**src/rtl/add37_share_arb.sv**
```systemverilog
// Round-robin scheduler sharing one fixed-latency 37-bit pipelined adder among
// NREQ requesters; a valid/owner tag pipeline routes each sum back to its issuer.

module add37_share_arb_lane #(
  parameter int NREQ = 4,
  parameter int PW   = 2,
  parameter int IDX  = 0
) (
  input  logic          tag_vld,
  input  logic [PW-1:0] tag_own,
  output logic          strobe
);
  assign strobe = tag_vld && (tag_own == PW'(IDX));
endmodule

module add37_share_arb #(
  parameter int WIDTH   = 37,
  parameter int NREQ    = 4,
  parameter int ADD_LAT = 5
) (
  input  logic                    clk,
  input  logic                    reset,
  input  logic [NREQ-1:0]         req_valid,
  input  logic [NREQ*WIDTH-1:0]   req_x,
  input  logic [NREQ*WIDTH-1:0]   req_y,
  output logic [NREQ-1:0]         req_ready,
  input  logic                    hold,
  output logic [WIDTH-1:0]        add_x,
  output logic [WIDTH-1:0]        add_y,
  input  logic [WIDTH-1:0]        add_sum,
  output logic [NREQ-1:0]         resp_valid,
  output logic [WIDTH-1:0]        resp_sum,
  output logic                    busy
);
  localparam int PW = (NREQ > 1) ? $clog2(NREQ) : 1;

  logic [PW-1:0]              ptr_q, ptr_d;
  logic [PW-1:0]              sel;
  logic                       xfer;
  int                         idx;
  logic [WIDTH-1:0]           add_x_q, add_x_d, add_y_q, add_y_d;
  logic [ADD_LAT:0]           vld_pipe_q, vld_pipe_d;
  logic [ADD_LAT:0][PW-1:0]   own_pipe_q, own_pipe_d;
  logic [NREQ-1:0]            resp_valid_q, resp_valid_d;
  logic [WIDTH-1:0]           resp_sum_q, resp_sum_d;

  // Search starts just past the last winner so every requester gets a turn.
  always_comb begin
    req_ready = '0;
    sel       = '0;
    xfer      = 1'b0;
    idx       = 0;
    if (!reset && !hold) begin
      for (int k = 1; k <= NREQ; k++) begin
        idx = (int'(ptr_q) + k) % NREQ;
        if (!xfer && req_valid[idx]) begin
          xfer           = 1'b1;
          req_ready[idx] = 1'b1;
          sel            = PW'(idx);
        end
      end
    end
  end

  always_comb begin
    ptr_d   = xfer ? sel : ptr_q;
    add_x_d = xfer ? req_x[sel*WIDTH +: WIDTH] : add_x_q;
    add_y_d = xfer ? req_y[sel*WIDTH +: WIDTH] : add_y_q;
    // The adder never stalls, so tags shift every cycle; the last stage lines
    // up with add_sum for the operation issued ADD_LAT+1 cycles earlier.
    vld_pipe_d = {vld_pipe_q[ADD_LAT-1:0], xfer};
    own_pipe_d = {own_pipe_q[ADD_LAT-1:0], sel};
    resp_sum_d = vld_pipe_q[ADD_LAT] ? add_sum : resp_sum_q;
  end

  for (genvar i = 0; i < NREQ; i++) begin : g_lane
    add37_share_arb_lane #(.NREQ(NREQ), .PW(PW), .IDX(i)) u_lane (
      .tag_vld (vld_pipe_q[ADD_LAT]),
      .tag_own (own_pipe_q[ADD_LAT]),
      .strobe  (resp_valid_d[i])
    );
  end

  always_ff @(posedge clk) begin
    if (reset) begin
      ptr_q        <= PW'(NREQ-1);
      add_x_q      <= '0;
      add_y_q      <= '0;
      vld_pipe_q   <= '0;
      own_pipe_q   <= '0;
      resp_valid_q <= '0;
      resp_sum_q   <= '0;
    end else begin
      ptr_q        <= ptr_d;
      add_x_q      <= add_x_d;
      add_y_q      <= add_y_d;
      vld_pipe_q   <= vld_pipe_d;
      own_pipe_q   <= own_pipe_d;
      resp_valid_q <= resp_valid_d;
      resp_sum_q   <= resp_sum_d;
    end
  end

  assign add_x      = add_x_q;
  assign add_y      = add_y_q;
  assign resp_valid = resp_valid_q;
  assign resp_sum   = resp_sum_q;
  assign busy       = (|vld_pipe_q) || (|resp_valid_q);
endmodule

```
**config.mk**
```make
export PLATFORM = sky130hd
export DESIGN_NAME = add37_share_arb
export DESIGN_NICKNAME = d
export VERILOG_FILES = /design/src/rtl/add37_share_arb.sv
export SDC_FILE = /design/constraint.sdc
export NUM_CORES = 1
export LEC_CHECK = 0
export ABC_AREA = 1
export BUFFER_PORTS_ARGS = -buffer_cell sky130_fd_sc_hd__buf_2
export CAP_MARGIN = 10
export CORE_AREA = 2 2 178 180
export CTS_BUF_LIST = sky130_fd_sc_hd__clkbuf_8
export DETAILED_ROUTE_END_ITERATION = 10
export DIE_AREA = 0 0 180 182
export PLACE_DENSITY_LB_ADDON = 0.05
export SETUP_SLACK_MARGIN = 0.4
export SLEW_MARGIN = 20
export SYNTH_ARGS = -nofsm -noshare
export SYNTH_HDL_FRONTEND = slang
export SYNTH_SLANG_ARGS = --single-unit
```
**constraint.sdc**
```tcl
create_clock -name clk -period 2.9 [get_ports clk]
set_clock_uncertainty 0.2 [all_clocks]
set_input_delay 0.435 -clock clk [delete_from_list [all_inputs] [get_ports clk]]
set_output_delay 0.435 -clock clk [all_outputs]
set_load 0.1 [all_outputs]
```
### Yosys cells after proc, flatten, opt, wreduce, memory -nomap -nowiden

Cells that the tools add are included.
Widths: inputs -> output; s select.

* output and inout bits: 120
* logic and storage cells: 103
* bits of input ports: 340
* register bits after elaboration: 135

* multiplexer cells: 41
* shifts and indexed selects: 2
* reductions and logical operators: 25
* multipliers: 1
* eq/ne operators: 3
* $add $sub $neg: 4
* bitwise gates (word level): 7
* magnitude comparators: 8

Operators with widths (number)
* $shiftx 148x9->37: 2
* $mux 4: 8
* $mux 1: 20
* $lt 3x4->1 const B: 4
* $ge 3x1->1 const B: 4
* $logic_and 1x1->1: 12
* $or 4x4->4: 3
* $mux 2: 5
* $bmux 1 s2: 4
* $demux 1 s2: 4
* $mul 2x6->8 const B: 1
* $reduce_or 2->1: 4
* $reduce_or 6->1: 1
* $logic_not 1->1: 5
* $add 2x1->2 const B: 2
* $add 2x2->2 const B: 2
* $and 1x1->1 const A: 4
* $eq 2x2->1 const B: 2
* $reduce_or 4->1: 1
* $eq 2x1->1 const B: 1
* $logic_not 2->1: 1
* $logic_or 1x1->1: 1

### Logic depth before layout (Yosys ltp)

* word-level depth: 22
* mapped depth: 17
* depth with buffers taken out: 14

### By module

A second synthesis with hierarchy kept.

* cells, all modules: 1317
* area, all modules: 8054.0 sq um

Modules (own cells, without submodules)
* add37_share_arb: instances 1, cells each 1307, sequential area each 2702.6 sq um, area an instance 8006.4 sq um
* add37_share_arb_lane (g_lane[0].u_lane ...): instances 2, cells each 3, sequential area each 0.0 sq um, area an instance 13.8 sq um
* add37_share_arb_lane (g_lane[1].u_lane ...): instances 2, cells each 2, sequential area each 0.0 sq um, area an instance 10.0 sq um

### Worst setup path after synthesis

Ideal clock, no wire load.

* kind: reg2out
* start point: reg ptr_q[0]
* end point: out req_ready[0]
* arrival time: 2.252 ns
* required time: 2.265 ns
* slack: 0.013 ns
* cell stages (with the launch flop): 14
* cells stage by stage: dfxtp_1 > buf_6 > inv_4 > ha_1 > inv_2 > nand2_2 > nand2_4 > nor2_1 > nand2_1 > o21ai_0 > a31oi_1 > o21ai_0 > nand2_1 > inv_1

* word-level cells in the longest chain between the ends: 18
* elaborated cells on any way between the ends: 67

RTL lines
* start, declared: RTL line 37 `logic [PW-1:0] ptr_q, ptr_d;`
* start signal, assigned: RTL line 86 `ptr_q <= PW'(NREQ-1);`
* start signal, assigned: RTL line 94 `ptr_q <= ptr_d;`
* $add 2x1->2: RTL line 55 `idx = (int'(ptr_q) + k) % NREQ;`
* $reduce_or 2->1 (no source line) / $bmux 1 s2 (equally long branches)
* $and 1x1->1 (no source line) / $mux 1 (equally long branches)
* $lt 3x4->1 (implied by the code) (tied with other cells): RTL line 58 `req_ready[idx] = 1'b1;`
* $logic_and 1x1->1 (implied by the code) / $mux 1 (equally long branches): RTL line 58, 56
* $mux 1 (on tied branches): RTL line 58, 53
* $demux 1 s2 / $logic_not 1->1 (equally long branches): RTL line 58, 56
* $mux 4 / $logic_and 1x1->1 (equally long branches): RTL line 56 `if (!xfer && req_valid[idx]) begin`
* (+2 left out)
* $mux 4 / $logic_not 1->1 (equally long branches): RTL line 56
* $mux 4 / $logic_and 1x1->1 (equally long branches): RTL line 53, 56
* $or 4x4->4 (no source line) / $mux 1 (equally long branches)
* $mux 4 / $mux 1 (equally long branches): RTL line 56, 53
* $mux 4 / $logic_not 1->1 (equally long branches): RTL line 53, 56
* $or 4x4->4 (no source line) / $logic_and 1x1->1 (equally long branches)
* $mux 4 (*): RTL line 56
* $mux 4 (*): RTL line 53 `if (!reset && !hold) begin`
* end, declared: RTL line 26 `output logic [NREQ-1:0] req_ready,`

Every way passes the cells marked *; elsewhere a longest branch is shown, timed or not. The select of a mux whose other input is x is not followed.

### Worst setup path after layout

* start point: reg ptr_q[0]
* end point: out req_ready[1]

The elaborated chain is that of the path after synthesis.

==> impl_metrics.json <==
{
  "areaGrowthSynthToFinish_pct": 54.2,
  "power.leakage_uw": 0.00593,
  "start_util_pct": 24.6,
  "fp.dieArea_um2": 32800,
  "whs_path_depth": 3,
  "hold_end": "resp_sum[18]",
  "hold_start": "add_sum[18]",
  "worstReg2RegStart": "ptr_q[0]",
  "drc": 0,
  "clockRootBuffer": "clkbuf_8",
  "cp-end-kind": "output port",
  "p_per_area_nw_per_um2": 1150,
  "reg2reg_slack_ns": 0.35,
  "yosysUniqueCellTypes": 31,
  "syn_area_um2": 7610,
  "yosysSeqAreaShare_pct": 35.5,
  "holdWs_ns": 0.0355,
  "fmax_mhz": 352,
  "start_kind": "register",
  "gp_congestion": 0.838,
  "clock_latency_ns": 0.43,
  "crit_chain": "inv_8 -> ha_4 -> inv_4 -> nand2_4 -> nand2_8 -> nor2_8 -> nand4_4 -> o21ai_1 -> nand2_1 -> clkinvlp_4 -> buf_12",
  "hold_viol": 0,
  "timing.slew.headroom_pct": 51.5,
  "ys_warn_count": 0,
  "grt_max_degree": 79,
  "path_clk_slew_ns": 0.10,
  "cts_buffers": 17,
  "fin_util_pct": 37.9,
  "layout_common_cells": "buf_2, nand2_1, nand3_1",
  "setup_viol": 0,
  "worstReg2RegEnd": "add_y[15]",
  "worstPathMaxFanout": 7,
  "grt_first_pass_wirelength_mm": 52.3,
  "die_h_um": 182,
  "grt_pass1_vias": 9336,
  "ant_nets": 0,
  "hold_path_class": "in2reg",
  "status": "complete, no violations",
  "maxSlewViolCount": 0,
  "drtPass1Iterations": 6,
  "irDropWorstVdd_uv": 480,
  "routed_wl_mm": 37.4,
  "cts.htree.levels": 4,
  "cp.required_ns": 2.27,
  "grt_overflow_total": 0,
  "final_layout_size_suffix_gt1_share_pct": 35.9,
  "crit_type": "reg2out",
  "layout_min_cycle_time_ns": 2.84,
  "ys_seq_elements": 135,
  "crit_slowest_cell": "dfxtp_4",
  "layout_commonest_cell": "buf_2",
  "cts_tree": "yes",
  "antenna_found_initial": 10,
  "rsz0062_at_grt": "true",
  "avgSynthCellArea_um2": 6.42,
  "globalRouteTotalUtil_pct": 20.3,
  "die_w_um": 180,
  "viasPerCell": 4.65,
  "drtIter0Drc": 437,
  "post_drt_wl_per_cell_um": 18.0,
  "max_stage_delay_ns": 0.39,
  "cts_sinks": 135,
  "maxCapViolCount": 0,
  "fin_nets": 2000,
  "core_um2": 31000,
  "synthCells": 1186,
  "synth_nets": 1534,
  "fin_crit_sh_pct": 98.0,
  "fin_setup_tns_ns": 0,
  "core.rowCount": 65,
  "worst_pin_slew_ns": 0.727,
  "arrival_ns": 2.21,
  "vias": 9640,
  "pin_count": 460,
  "max-clock-path-buffers": 2,
  "dp_hpwl_mm": 24.6,
  "reg2reg_depth": 14,
  "portBuffers": 459
}
-- cell type report --
class / count / area, um2
flip-flops and latches: 135 / 2710
multi-input cells: 899 / 4230
fillers: 3412 / 19300
clock inverters: 15 / 230
diodes: 5 / 12.5
well taps: 402 / 503
repair buffers: 539 / 3540
clock buffers: 17 / 234
repair inverters: 1 / 3.75
inverters: 59 / 265
-- worst max-delay path: cells and delay by family (launching register included) --
family,cells,cell delay (ns)
compound gates,1,0.16
fa+ha+maj,1,0.30
buf+inv,4,0.34
flops,1,0.39
simple gates,5,0.58
-- per-stage QoR --
step	power (uW)	area, um2	worst slack, ns	cells
floorplan	8430	7680	0.376	1186
global placement	10100	10300	0.262	1977
detailed placement	10100	10300	0.240	1977
CTS	12300	11200	0.0117	2043
global route	14300	11700	-0.0991	2071
finish	13500	11700	0.0568	2072
-- power by group --
group	internal [uW]	switching [uW]	leakage, uW	total (uW)
registers	2220	194	0.00111	2410
clock network	911	936	0.000233	1850
logic	2730	6520	0.00459	9250
total	5860	7650	0.00593	13500
-- worst max-delay path by stage --
stage | endpoint | from
5_1_grt | req_ready[0] | ptr_q[0]
4_1_cts | req_ready[3] | ptr_q[0]
3_3_place_gp | add_x[16] | ptr_q[1]
3_5_place_dp | add_x[16] | ptr_q[1]
6_report | req_ready[1] | ptr_q[0]
2_1_floorplan | req_ready[0] | ptr_q[0]
-- metal layers --
metal | share of wire (%) | vias to the layer above | GRT usage (%) | wire, um
met5 | 0.15 | - | 0 | 55
met4 | 1.9 | 8 | 5.14 | 692
met3 | 6.7 | 48 | 6.00 | 2520
met2 | 50 | 351 | 35.6 | 18500
met1 | 42 | 4411 | 24.2 | 15600
li1 | - | 4822 | - | -
-- registers in the layout (all words and copies together) (netlist names) --
register	cells
own_pipe_d	10
add_x	37
vld_pipe_q	6
add_y	37
resp_sum	37
own_pipe_q	2
ptr_q	2
resp_valid	4
-- synth_stat cells --
cell | instances | share of area (%)
ha_1 | 8 | 1.3
nand4_1 | 2 | 0.16
nand3_1 | 352 | 23
nand2_4 | 1 | 0.15
buf_6 | 21 | 3.1
nor2_2 | 1 | 0.082
nor4_1 | 2 | 0.16
inv_1 | 53 | 2.6
buf_1 | 2 | 0.099
a22oi_1 | 2 | 0.20
nor2_1 | 47 | 2.3
dfxtp_1 | 135 | 36
a21boi_0 | 1 | 0.099
buf_2 | 39 | 2.6
nor2_8 | 1 | 0.26
a21oi_1 | 38 | 2.5
clkbuf_1 | 18 | 0.89
nand2_1 | 404 | 20
buf_4 | 14 | 1.4
inv_2 | 4 | 0.20
a31oi_1 | 4 | 0.33
inv_4 | 2 | 0.16
o21ai_0 | 18 | 1.2
nand4_4 | 1 | 0.28
nand3_2 | 1 | 0.13
nand2_2 | 7 | 0.58
nor3_1 | 4 | 0.26
o21ai_1 | 1 | 0.066
nand3b_1 | 1 | 0.099
or2_2 | 1 | 0.082
a21oi_2 | 1 | 0.12
-- what timing repair did --
| item | in CTS | in global routing |
|---|---|---|
| gates resized for setup | 20 | 33 |
| buffers inserted | 9 | 10 |
| endpoints found under the setup margin | 78 | 78 |
| endpoints found under the hold margin | 22 | 0 |
| cloned | 3 | 14 |
| hold buffers | 22 | 0 |
| pin swaps | 9 | 11 |
-- kinds of logic (layout without fill, tap and decap cells) --
logic type,Yosys count,in the layout,synth area share [%]
AO/OA/AOI/OAI,65,65,4.49
flip-flops,135,135,35.5
buffers and inverters,153,631,11.0
other,0,5,0
AND/OR/NAND/NOR,825,826,47.7
adder cells (fa/ha/maj),8,8,1.32
Power figures use the tool's default switching activity.
